--- src/rtl/acc_pkg.sv ---
// Shared definitions for the block accumulator: state encoding and the
// saturating add used when ACC_SATURATE_EN is defined.
package acc_pkg;

  localparam logic ST_ACC  = 1'b0;
  localparam logic ST_HOLD = 1'b1;

  typedef enum logic {
    S_ACC  = ST_ACC,
    S_HOLD = ST_HOLD
  } state_t;

  // Unsigned add of two width-bit values clamped to 2^width-1 (width <= 32).
  function automatic logic [31:0] sat_add(input logic [31:0] a,
                                          input logic [31:0] b,
                                          input int unsigned width);
    logic [63:0] s;
    logic [63:0] mx;
    s  = {32'd0, a} + {32'd0, b};
    mx = (64'd1 << width) - 64'd1;
    return (s > mx) ? 32'(mx) : 32'(s);
  endfunction

endpackage

--- src/rtl/acc_adder.sv ---
// Y_W-bit accumulator adder. Wraps modulo 2^Y_W by default; clamps at
// 2^Y_W-1 when ACC_SATURATE_EN is defined.
module acc_adder
  import acc_pkg::*;
#(
  parameter int Y_W = 6
) (
  input  logic [Y_W-1:0] a,
  input  logic [Y_W-1:0] b,
  output logic [Y_W-1:0] sum
);

`ifdef ACC_SATURATE_EN
  assign sum = Y_W'(sat_add(32'(a), 32'(b), Y_W));
`else
  assign sum = a + b;
`endif

endmodule

--- src/rtl/block_accumulator.sv ---
// Sums up to N_SAMPLES accepted words per block with ready/valid on both
// sides; overflow mode selected by ACC_SATURATE_EN (see acc_adder).
module block_accumulator
  import acc_pkg::*;
#(
  parameter  int X_W       = 4,
  parameter  int Y_W       = 6,
  parameter  int N_SAMPLES = 4,
  localparam int CNT_W     = $clog2(N_SAMPLES + 1)
) (
  input  logic             clk,
  input  logic             rst,
  input  logic [X_W-1:0]   x,
  input  logic             x_is_valid,
  input  logic             x_last,
  output logic             x_ready,
  output logic [Y_W-1:0]   y,
  output logic             y_is_valid,
  input  logic             y_ready,
  output logic [CNT_W-1:0] y_count
);

  state_t           state, state_nxt;
  logic [Y_W-1:0]   sum, sum_nxt, add_out, y_nxt;
  logic [CNT_W-1:0] cnt, cnt_nxt, y_count_nxt;
  logic             y_valid_nxt;
  logic             accept, close_blk;

  acc_adder #(.Y_W(Y_W)) u_add (
    .a   (sum),
    .b   (Y_W'(x)),
    .sum (add_out)
  );

  assign x_ready   = (state == S_ACC) & ~rst;
  assign accept    = x_is_valid & x_ready;
  assign close_blk = (cnt == CNT_W'(N_SAMPLES - 1)) | x_last;

  always_comb begin
    state_nxt   = state;
    sum_nxt     = sum;
    cnt_nxt     = cnt;
    y_nxt       = y;
    y_count_nxt = y_count;
    y_valid_nxt = y_is_valid;
    if (state == S_ACC) begin
      if (accept) begin
        if (close_blk) begin
          y_nxt       = add_out;
          y_count_nxt = cnt + CNT_W'(1);
          y_valid_nxt = 1'b1;
          sum_nxt     = '0;
          cnt_nxt     = '0;
          state_nxt   = S_HOLD;
        end else begin
          sum_nxt = add_out;
          cnt_nxt = cnt + CNT_W'(1);
        end
      end
    end else if (y_ready) begin
      // y and y_count keep their value after the handshake
      y_valid_nxt = 1'b0;
      state_nxt   = S_ACC;
    end
  end

  always_ff @(posedge clk) begin
    if (rst) begin
      state      <= S_ACC;
      sum        <= '0;
      cnt        <= '0;
      y          <= '0;
      y_count    <= '0;
      y_is_valid <= 1'b0;
    end else begin
      state      <= state_nxt;
      sum        <= sum_nxt;
      cnt        <= cnt_nxt;
      y          <= y_nxt;
      y_count    <= y_count_nxt;
      y_is_valid <= y_valid_nxt;
    end
  end

endmodule
--- config.mk ---
export PLATFORM = sky130hd
export DESIGN_NAME = block_accumulator
export DESIGN_NICKNAME = d
export VERILOG_FILES = /design/src/rtl/acc_pkg.sv /design/src/rtl/acc_adder.sv /design/src/rtl/block_accumulator.sv
export SDC_FILE = /design/constraint.sdc
export NUM_CORES = 1
export LEC_CHECK = 0
export ABC_AREA = 1
export BUFFER_PORTS_ARGS = -buffer_cell sky130_fd_sc_hd__buf_2
export CAP_MARGIN = 25
export CORE_AREA = 8 8 71 73
export DETAILED_ROUTE_END_ITERATION = 12
export DIE_AREA = 0 0 79 81
export MAX_ROUTING_LAYER = met4
export PLACE_DENSITY_LB_ADDON = 0.3
export SETUP_SLACK_MARGIN = 0.3
export SLEW_MARGIN = 20
export SYNTH_ARGS = -nofsm -noshare
export SYNTH_HDL_FRONTEND = slang
export SYNTH_SLANG_ARGS = --single-unit
--- constraint.sdc ---
create_clock -name clk -period 2.8 [get_ports clk]
set_input_delay 0.28 -clock clk [delete_from_list [all_inputs] [get_ports clk]]
set_output_delay 0.28 -clock clk [all_outputs]
set_load 0.02 [all_outputs]
==> results.md, run 1 <==
* Pint at 0.000417 W
* Worst EP required at 2.95 ns
* Largest area contributor in the netlist: dfxtp_1
* Mean Syn Cell Area at 7.70 sq um
* CTS H-Tree Depth at 1
* Die Area at 6400 sq um
* CTS sink cnt at 20
* First-pass GRT wire length at 3.63 mm
* Routed vias/inst at 4.23
* Area of the mapped netlist at 955 sq um
* Status: finished, final reports clean
* Synth area leaders: dfxtp_1 (42%), nand2_1 (14%), ha_1 (7.9%)
* Routed WL per cell at 11.0 um
* Lkg Pwr at 0.554 nW
* Tcrit/Tclk final at 56.2%
* CP Max Fanout at 15
* Postcts setup bufs at 0
* Port buffer count at 19
* Switch share at 25.6%
* Top-count cell post-synth: nand2_1
* Peak supply drop at 0.211 mV
* Final setup viols at 0
* Vias in the first global route at 791
* Max Fclk at 635 MHz
* Gates resized, CTS repair at 0
* Area Growth Syn to Fin at 19.7%
* Share of cells above drive strength 1 at 18.1%
* Slew HR at 74.7%
* Max_cap viols at 0
* Final slew viol count at 0
* Final #Nets at 162
* Logic gate share of total power at 13.5%
* Post-Layout Cell Count at 194
* Clock power frac at 32.7%
* Initial Utilization at 24.4%
* CTS buffer count at 3
* Core Footprint at 3910 sq um
* CP endpoint kind: flop
* Clock skew at 0.00164 ns
* Post-route cell area at 1140 sq um
* Register area share after synthesis at 41.9%
* Cts hold-fix bufs at 0
* Pin count of the biggest net entering global routing at 16
* Drt total wl at 2.13 mm
* Residual DRC count at 0
* Power Dens Cells at 491 nW/um^2
* Die height at 81 um
* Setup TNS at 0 ns
* GR Overflow Total at 0
* Drt pass-1 iters at 4
* Register area at 400 sq um
* Initial DRC Count at 77
* NetSw at 0.000144 W
* Post-DP HPWL at 1.63 mm
* Type of the worst min-delay path: input pin to flop
* ANT nets after route at 0
* RD Place Congestion at 0.726
* DP Area at 1100 sq um
* Clock Latency Late Sink at 0.25 ns
* Footprint of the multi-input gates at 490 sq um
* Tightest Pin Transition at 0.378 ns
* CP Class: flop to flop
* Clock transition at path regs at 0.07 ns
* Synth top cells by count: nand2_1 (36), dfxtp_1 (20), a21oi_1 (14), inv_1 (14), nor2_1 (8)
* # IOs at 20
* Ys Warns at 0
* Cells after DPL at 191
* # diodes at 0
* Seq pwr share at 53.8%
* Asr flop ratio synth at 0%
* Yosys cell types at 19
* Hold Vio Cnt, Final at 0
* Synth Instances at 124
* Minimum clock period at 1.57 ns
* Root Driver: clkbuf_8
* Number of enable flip-flop cells after synthesis at 0
* Net Count, Synth at 140
* Synth top area share at 41.9%
* Clock Tree Buf Depth at 2
* Total track usage at 7.19%
* Die width at 79 um
* Fill count at 445
* #FFs+latches synth at 20
* Ys flop type: dfxtp_1
* Row cnt at 23
* Vias post-DR at 821
* CP Data Arrival Time at 1.72 ns
* TritonCTS clock tree: yes
* Initial antenna violation count at 0
* RSZ-0062 raised after global routing: false
* Startpoint Class: flop
[logic make-up after synthesis]
group | Yosys count | share of synthesized area (%)
adders and majority gates | 7 | 9.96
DFF | 20 | 41.9
AOI/OAI and AO/OA | 24 | 13.5
xor gates and xnor gates | 1 | 0.918
buffers and inverters | 16 | 6.68
and+or+nand+nor | 56 | 27.0
[worst max-delay path, cell delays in order (launching register included)]
cell	delay, ns
dfxtp_1	0.38
ha_1	0.17
ha_1	0.21
nor2_1	0.09
nor2_4	0.28
inv_1	0.18
nor2_1	0.12
nor2_1	0.05
[sequential cells by signal (all words and copies together), names as in the netlist]
| register | cells |
|---|---|
| y | 6 |
| cnt | 3 |
| sum | 6 |
| y_is_valid | 1 |
| y_count | 3 |
| state | 1 |
[power by group through the flow]
stage          registers [W]   logic, W  clock network [W]
2_1_floorplan       0.000316  0.0000414                  0
3_3_place_gp        0.000308  0.0000764                  0
3_5_place_dp        0.000308  0.0000766                  0
4_1_cts             0.000302  0.0000773           0.000189
5_1_grt             0.000303  0.0000856           0.000203
6_report            0.000302  0.0000758           0.000183
[through the flow]
step                      total power (W)  worst slack, ns  utilization, %  hold slack (ns)
final                            0.000561             1.23            29.2            0.295
after detailed placement         0.000385             1.17            28.1            0.454
after global placement           0.000385             1.20            28.1            0.455
after floorplan                  0.000357             1.37               -            0.349
after global routing             0.000591             1.05            29.2            0.311
after CTS                        0.000568             1.23            29.2            0.300
[area by class of cell]
| type | instances | area share [%] |
|---|---|---|
| clock buffers | 3 | 3.61 |
| inverters | 14 | 4.60 |
| multi-input cells | 88 | 42.9 |
| flip-flops and latches | 20 | 35.0 |
| well taps | 50 | 5.48 |
| repair buffers | 19 | 8.32 |
[worst paths after layout]
path	end	slack, ns	from	cells past startpoint
max	y[1]	1.23	cnt[0]	7
min	state	0.30	y_ready	4
max reg2reg	y[1]	1.23	cnt[0]	7
min reg2reg	y[2]	0.46	y[2]	2
[layer usage]
metal | up-vias | part of all wire [%] | GRT usage, %
met5 | - | 0 | -
met4 | 0 | 0.28 | 2.22
met3 | 2 | 2.6 | 1.55
met2 | 17 | 44 | 10.8
met1 | 361 | 53 | 9.40
li1 | 441 | - | -
[cell usage in the layout, fill, tap and decap left out]
cell      instances
a21oi_1          14
a31oi_1           1
buf_2            19
clkbuf_8          3
dfxtp_1          20
fa_1              1
ha_1              6
inv_1            14
nand2_1          36
nand2_4           1
nand3_1           7
nand3b_1          1
nor2_1            8
nor2_4            2
nor3_4            1
o211ai_1          2
o21a_1            1
o21ai_0           6
xor2_1            1
Power figures use the tool's default switching activity.
==> run 2, diff against run 1 <==
==> constraint.sdc (replaced) <==
create_clock -name clk -period 1.5 [get_ports clk]
set_input_delay 0.15 -clock clk [delete_from_list [all_inputs] [get_ports clk]]
set_output_delay 0.15 -clock clk [all_outputs]
set_load 0.02 [all_outputs]
==> results.md, run 2 (same netlist as run 1, synthesis figures left out) <==
* Crit path cell chain: ha_4, fa_2, nand3_2, nand3b_1, nand2_1, nand2_1, o211ai_1, inv_1
* Status: finished, final reports clean
* RD Place Congestion at 0.713 (-1.7%)
* Tightest Pin Transition at 0.329 ns (-0.0498 ns)
* Root Driver: clkbuf_8
* Peak supply drop at 0.355 mV (+68%)
* # IOs at 20 (unchanged)
* Most used cell, CP: nand2_1
* Worst stage delay on the critical path at 0.36 ns (-0.02 ns)
* Worst EP required at 1.66 ns (-1.29 ns)
* Type of the worst min-delay path: input pin to flop
* Power Dens Cells at 932 nW/um^2 (+90%)
* CTS buffer count at 3 (unchanged)
* Lkg Pwr at 0.609 nW (+9.9%)
* Final Core Density at 35.4% (+6.2 points)
* Max_cap viols at 0 (unchanged)
* Tcrit/Tclk final at 94.2% (+38 points)
* CP Data Arrival Time at 1.57 ns (-0.15 ns)
* Total track usage at 7.92% (+0.74 points)
* Initial antenna violation count at 0 (unchanged)
* Critical Path End: y[4]
* # diodes at 0 (unchanged)
* Initial Utilization at 24.4% (unchanged)
* Max Fclk at 708 MHz (+11%)
* Clock skew at 0.00191 ns (+0.000271 ns)
* Commonest non-fill, non-tap cell in the layout: nand2_1
* RSZ-0062 raised after global routing: true
* Vias post-DR at 868 (+5.7%)
* Final #Nets at 169 (+4.3%)
* Clock Latency Late Sink at 0.26 ns (about the same)
* Clock transition at path regs at 0.08 ns (about the same)
* Clock Tree Buf Depth at 2 (unchanged)
* GR Overflow Total at 0 (unchanged)
* Routed vias/inst at 4.30 (+1.5%)
* CTS H-Tree Depth at 1 (unchanged)
* Register-to-register setup slack at 0.09 ns (-1.14 ns)
* Total Power at 0.00129 W (+130%)
* Crit path from: sum[0]
* Fill count at 433 (-2.7%)
* Row cnt at 23 (unchanged)
* First-pass GRT wire length at 3.97 mm (+9.3%)
* Pin count of the biggest net entering global routing at 14 (-2)
* Final slew viol count at 0 (unchanged)
* Startpoint Class: flop
* Drt total wl at 2.29 mm (+7.7%)
* Die height at 81 um (unchanged)
* Die width at 79 um (unchanged)
* Hold Vio Cnt, Final at 0 (unchanged)
* Core Footprint at 3910 sq um (unchanged)
* CP max-delay cell: fa_2
* Final setup viols at 0 (unchanged)
* Most frequent cells in the layout: nand2_1 (34), buf_2 (19), dfxtp_1 (15), inv_1 (13), a21oi_1 (11)
* Worst R2R End: y[4]
* Initial DRC Count at 9 (-88%)
* Setup TNS at 0 ns (unchanged)
* Slew HR at 78.1% (+3.4 points)
* Area Growth Syn to Fin at 45.1%
* Port buffer count at 19 (unchanged)
* Die Area at 6400 sq um (unchanged)
* Vias in the first global route at 914 (+16%)
* Residual DRC count at 0 (unchanged)
* CP endpoint kind: flop
* Worst Reg2Reg Path Length in Cells at 8 (+1)
* FF-to-FF Start: sum[0]
* TritonCTS clock tree: yes
* CP Class: flop to flop
* Minimum clock period at 1.41 ns (-0.161 ns)
* Post-DP HPWL at 1.69 mm (+3.4%)
* Hold Startpoint: y_ready
* Share of cells above drive strength 1 at 38.8% (+21 points)
* Routed WL per cell at 11.4 um (+3.4%)
* CP Max Fanout at 2 (-13)
* Largest regs: sum x6, y x6
* CTS sink cnt at 20 (unchanged)
* Drt pass-1 iters at 3 (-1)
* ANT nets after route at 0 (unchanged)
[run 2: what timing repair did]
action                                  4_1_cts  5_1_grt
resized for setup                             2       23
hold buffers                                  0        0
setup buffers                                 3        2
endpoints found under the setup margin       20       20
pin swaps                                     4       10
[run 2: worst min-delay path by stage]
stage / to / slack (ns) / cells past startpoint
after floorplan: y_is_valid / 0.22 / 1
after global placement: state / 0.42 / 4
after detailed placement: state / 0.44 / 4
after CTS: state / 0.17 / 4
after global routing: state / 0.19 / 4
final: state / 0.17 / 4
[run 2: cell type report]
type | count | area [sq um] | share of cell area, %
Multi-Input combinational cell | 88 | 617 | 44.5
Sequential cell | 20 | 412 | 29.7
Timing Repair Buffer | 26 | 168 | 12.1
Tap cell | 50 | 62.6 | 4.52
Inverter | 14 | 55.1 | 3.97
Clock buffer | 3 | 41.3 | 2.98
Clock inverter | 1 | 30.0 | 2.17
[run 2: through the flow]
stage / hold slack, ns / std cells / setup WS (ns) / area [sq um]
after floorplan: 0.219 / 124 / 0.152 / 1030
after global placement: 0.424 / 193 / 0.114 / 1180
after detailed placement: 0.441 / 193 / 0.0599 / 1180
after CTS: 0.166 / 200 / 0.0963 / 1290
after global routing: 0.189 / 202 / 0.00418 / 1390
final: 0.169 / 202 / 0.0873 / 1390
[run 2: layer usage]
metal  global-route usage, %  share of wire (%)
met5                       -                  0
met2                    12.4                 47
met1                    9.01                 48
met3                    1.66                2.4
met4                    5.19                1.9
[run 2: critical path: cells and delay by family, from the launching register on]
kind	cells	cell delay (ns)
AO/OA/AOI/OAI	1	0.07
buffers and inverters	1	0.06
flip-flops	1	0.34
adder cells (fa/ha/maj)	2	0.52
AND/OR/NAND/NOR	4	0.32
[run 2: report_power, final]
group | internal (W) | switching, W
Combinational | 0.0000763 | 0.000107
Clock | 0.000356 | 0.000188
Sequential | 0.000549 | 0.0000150
==> run 3, diff against run 2 <==
--- a/config.mk
+++ b/config.mk
@@ -5,16 +5,14 @@
 export SDC_FILE = /design/constraint.sdc
 export NUM_CORES = 1
 export LEC_CHECK = 0
-export ABC_AREA = 1
+export ABC_AREA = 0
 export BUFFER_PORTS_ARGS = -buffer_cell sky130_fd_sc_hd__buf_2
 export CAP_MARGIN = 25
-export CORE_AREA = 8 8 71 73
+export CORE_AREA = 8 8 73 75
 export DETAILED_ROUTE_END_ITERATION = 12
-export DIE_AREA = 0 0 79 81
+export DIE_AREA = 0 0 81 83
 export MAX_ROUTING_LAYER = met4
 export PLACE_DENSITY_LB_ADDON = 0.3
-export SETUP_SLACK_MARGIN = 0.3
-export SLEW_MARGIN = 20
 export SYNTH_ARGS = -nofsm -noshare
 export SYNTH_HDL_FRONTEND = slang
 export SYNTH_SLANG_ARGS = --single-unit
==> results.md, run 3 <==
* Clock transition at path regs at 0.08 ns (about the same)
* RD Place Congestion at 0.701 (-1.6%)
* Hold_ws at 0.163 ns (-0.00659 ns)
* Largest area contributor in the netlist: dfxtp_1
* Residual DRC count at 0 (unchanged)
* Type of the worst min-delay path: input pin to flop
* Final #Nets at 159 (-5.9%)
* Net Count, Synth at 122 (-13%)
* CP Data Arrival Time at 1.87 ns (+0.30 ns)
* Hold Vio Cnt, Final at 0 (unchanged)
* CTS H-Tree Depth at 1 (unchanged)
* CP Class: flop to flop
* Die Area at 6720 sq um (+5.1%)
* Minimum clock period at 1.68 ns (+0.262 ns)
* Vias in the first global route at 873 (-4.5%)
* Initial Utilization at 23.6% (-0.76 points)
* Routed vias/inst at 4.44 (+3.4%)
* Max Fclk at 597 MHz (-16%)
* Register area share after synthesis at 40.3% (-1.6 points)
* Area Growth Syn to Fin at 38.8%
* Drt pass-1 iters at 4 (+1)
* Yosys cell types at 34 (+15)
* Initial DRC Count at 36 (+27)
* GR Overflow Total at 0 (unchanged)
* Synth Instances at 106 (-15%)
* Clock skew at 0.00303 ns (+0.00112 ns)
* Most frequent cells in the layout: buf_2 (19), dfxtp_1 (17), buf_4 (16), a21oi_1 (14), nand2_1 (13)
* Post-Layout Cell Count at 194 (-4.0%)
* Slew HR at 83.9% (+5.8 points)
* Post-route cell area at 1380 sq um (-0.45%)
* Post-DP HPWL at 1.84 mm (+9.0%)
* First-pass GRT wire length at 3.90 mm (-1.7%)
* CP endpoint kind: flop
* CTS buffer count at 3 (unchanged)
* Hold path cells at 3 (-1)
* # diodes at 0 (unchanged)
* Tcrit/Tclk final at 112% (+17 points)
* Startpoint Class: flop
* DP Area at 1270 sq um (+7.0%)
* Tightest Pin Transition at 0.239 ns (-0.0895 ns)
* Total Power at 0.00117 W (-9.0%)
* Final slew viol count at 0 (unchanged)
* Largest regs: sum x6, y x6
* RSZ-0062 raised after global routing: true
* CTS sink cnt at 20 (unchanged)
* Port buffer count at 19 (unchanged)
* Clock Latency Late Sink at 0.26 ns (about the same)
* Final setup viols at 6 (+6)
* Core Footprint at 4200 sq um (+7.4%)
* Top-count cell post-synth: dfxtp_1
* Power Dens Cells at 852 nW/um^2 (-8.6%)
* Worst EP required at 1.69 ns (+0.03 ns)
* Clock Tree Buf Depth at 2 (unchanged)
* Cells after DPL at 186 (-3.6%)
* Mean Syn Cell Area at 9.37 sq um (+22%)
* Share of cells above drive strength 1 at 40.8% (+2.0 points)
* End of the worst hold path: state
* Worst R2R End: sum[4]
* Peak supply drop at 0.271 mV (-24%)
* Vias post-DR at 862 (-0.69%)
* Synth area leaders: dfxtp_1 (40%), ha_1 (7.6%), a21oi_1 (7.1%)
* Asr flop ratio synth at 0% (unchanged)
* ANT nets after route at 0 (unchanged)
* Drt total wl at 2.43 mm (+5.8%)
* Max_cap viols at 0 (unchanged)
* #FFs+latches synth at 20 (unchanged)
* Ys flop type: dfxtp_1
* Status: finished, violations left
* Pin count of the biggest net entering global routing at 14 (unchanged)
* Total track usage at 7.67% (-0.25 points)
* Failing checks: setup timing
* Hold Startpoint: y_ready
* Initial antenna violation count at 0 (unchanged)
* Area of the mapped netlist at 993 sq um (+4.1%)
* CP Max Fanout at 2 (unchanged)
* FF-to-FF Start: sum[0]
* Row cnt at 24 (+4.3%)
* Root Driver: clkbuf_8
* Routed WL per cell at 12.5 um (+10%)
* Ys Warns at 0 (unchanged)
* Worst Reg2Reg Path Length in Cells at 6 (-2)
* # IOs at 20 (unchanged)
* Lkg Pwr at 0.567 nW (-6.8%)
* Die height at 83 um (+2.5%)
* Register-to-register setup slack at -0.18 ns (-0.26 ns)
* Synth top area share at 40.3% (-1.6 points)
* Number of enable flip-flop cells after synthesis at 0 (unchanged)
* Post-route setup slack at -0.175 ns (-0.262 ns)
* Die width at 81 um (+2.5%)
* TritonCTS clock tree: yes
* Synth top cells by count: dfxtp_1 (20), a21oi_1 (14), nand2_1 (13)
* Commonest non-fill, non-tap cell in the layout: buf_2
[run 3: cell types whose count changed after synthesis, moves of 3 or more]
cell      delta
nor2_1       -3
inv_1       -12
o21ai_1      +7
nand2_1     -23
o21ai_0      -6
nand3b_1     +3
[run 3: what timing repair did]
| action | in CTS | in global routing |
|---|---|---|
| hold endpoints to repair | 0 | 0 |
| pin swaps | 0 | 2 |
| gates resized for setup | 2 | 3 |
| setup buffers | 1 | 3 |
| hold buffers | 0 | 0 |
| setup endpoints to repair | 6 | 7 |
[run 3: how the worst max path moves through the flow]
stage / startpoint / endpoint / slack, ns / cells past startpoint
after detailed placement: sum[0] / sum[4] / -0.19 / 6
after CTS: sum[0] / sum[4] / -0.20 / 6
after global placement: sum[0] / sum[4] / -0.11 / 6
after floorplan: sum[0] / sum[4] / -0.09 / 6
after global routing: sum[0] / sum[4] / -0.25 / 6
final: sum[0] / sum[4] / -0.18 / 6
[run 3: layout make-up]
class | instances | area [sq um]
fill | 459 | 2830
multi-input combinational | 80 | 618
sequential | 20 | 407
timing repair buffer | 36 | 226
tap | 52 | 65.1
clock buffer | 4 | 55.1
inverter | 2 | 7.51
[run 3: report_power, final]
group | switching [W] | leakage [nW] | total, W | internal (W)
Combinational | 0.000105 | 0.374 | 0.000194 | 0.0000888
Clock | 0.000187 | 0.0288 | 0.000421 | 0.000234
Sequential | 0.0000118 | 0.164 | 0.000560 | 0.000548
[run 3: cells by family (layout without fill, tap and decap cells)]
| group | count (synthesis) | in the layout | synth area share, % |
|---|---|---|---|
| XOR/XNOR | 4 | 4 | 3.53 |
| adder cells (fa/ha/maj) | 7 | 7 | 9.57 |
| flip-flops | 20 | 20 | 40.3 |
| AND/OR/NAND/NOR | 40 | 40 | 26.2 |
| AO/OA/AOI/OAI | 29 | 29 | 17.3 |
| buffers and inverters | 6 | 42 | 3.15 |
[run 3: layer usage]
layer,GRT usage [%],up-vias,routed length [um]
met5,-,-,0
met4,4.72,0,58
met1,8.45,393,1110
li1,-,448,-
met3,2.26,5,94
met2,11.8,16,1160
[run 3: critical path, cell delays in order (launching register included)]
cell and delay, ns:
dfxtp_2 0.34, ha_4 0.16, fa_2 0.39, a21o_1 0.21, a2111oi_4 0.29, o21ai_1 0.11, a21oi_1 0.12
[run 3: metrics by stage]
stage / utilization [%] / worst slack (ns) / TNS (ns)
global placement: 30.1 / -0.108 / -0.358
global route: 32.8 / -0.249 / -1.10
CTS: 31.9 / -0.203 / -0.819
floorplan: - / -0.0904 / -0.141
detailed placement: 30.1 / -0.186 / -0.544
finish: 32.8 / -0.175 / -0.738
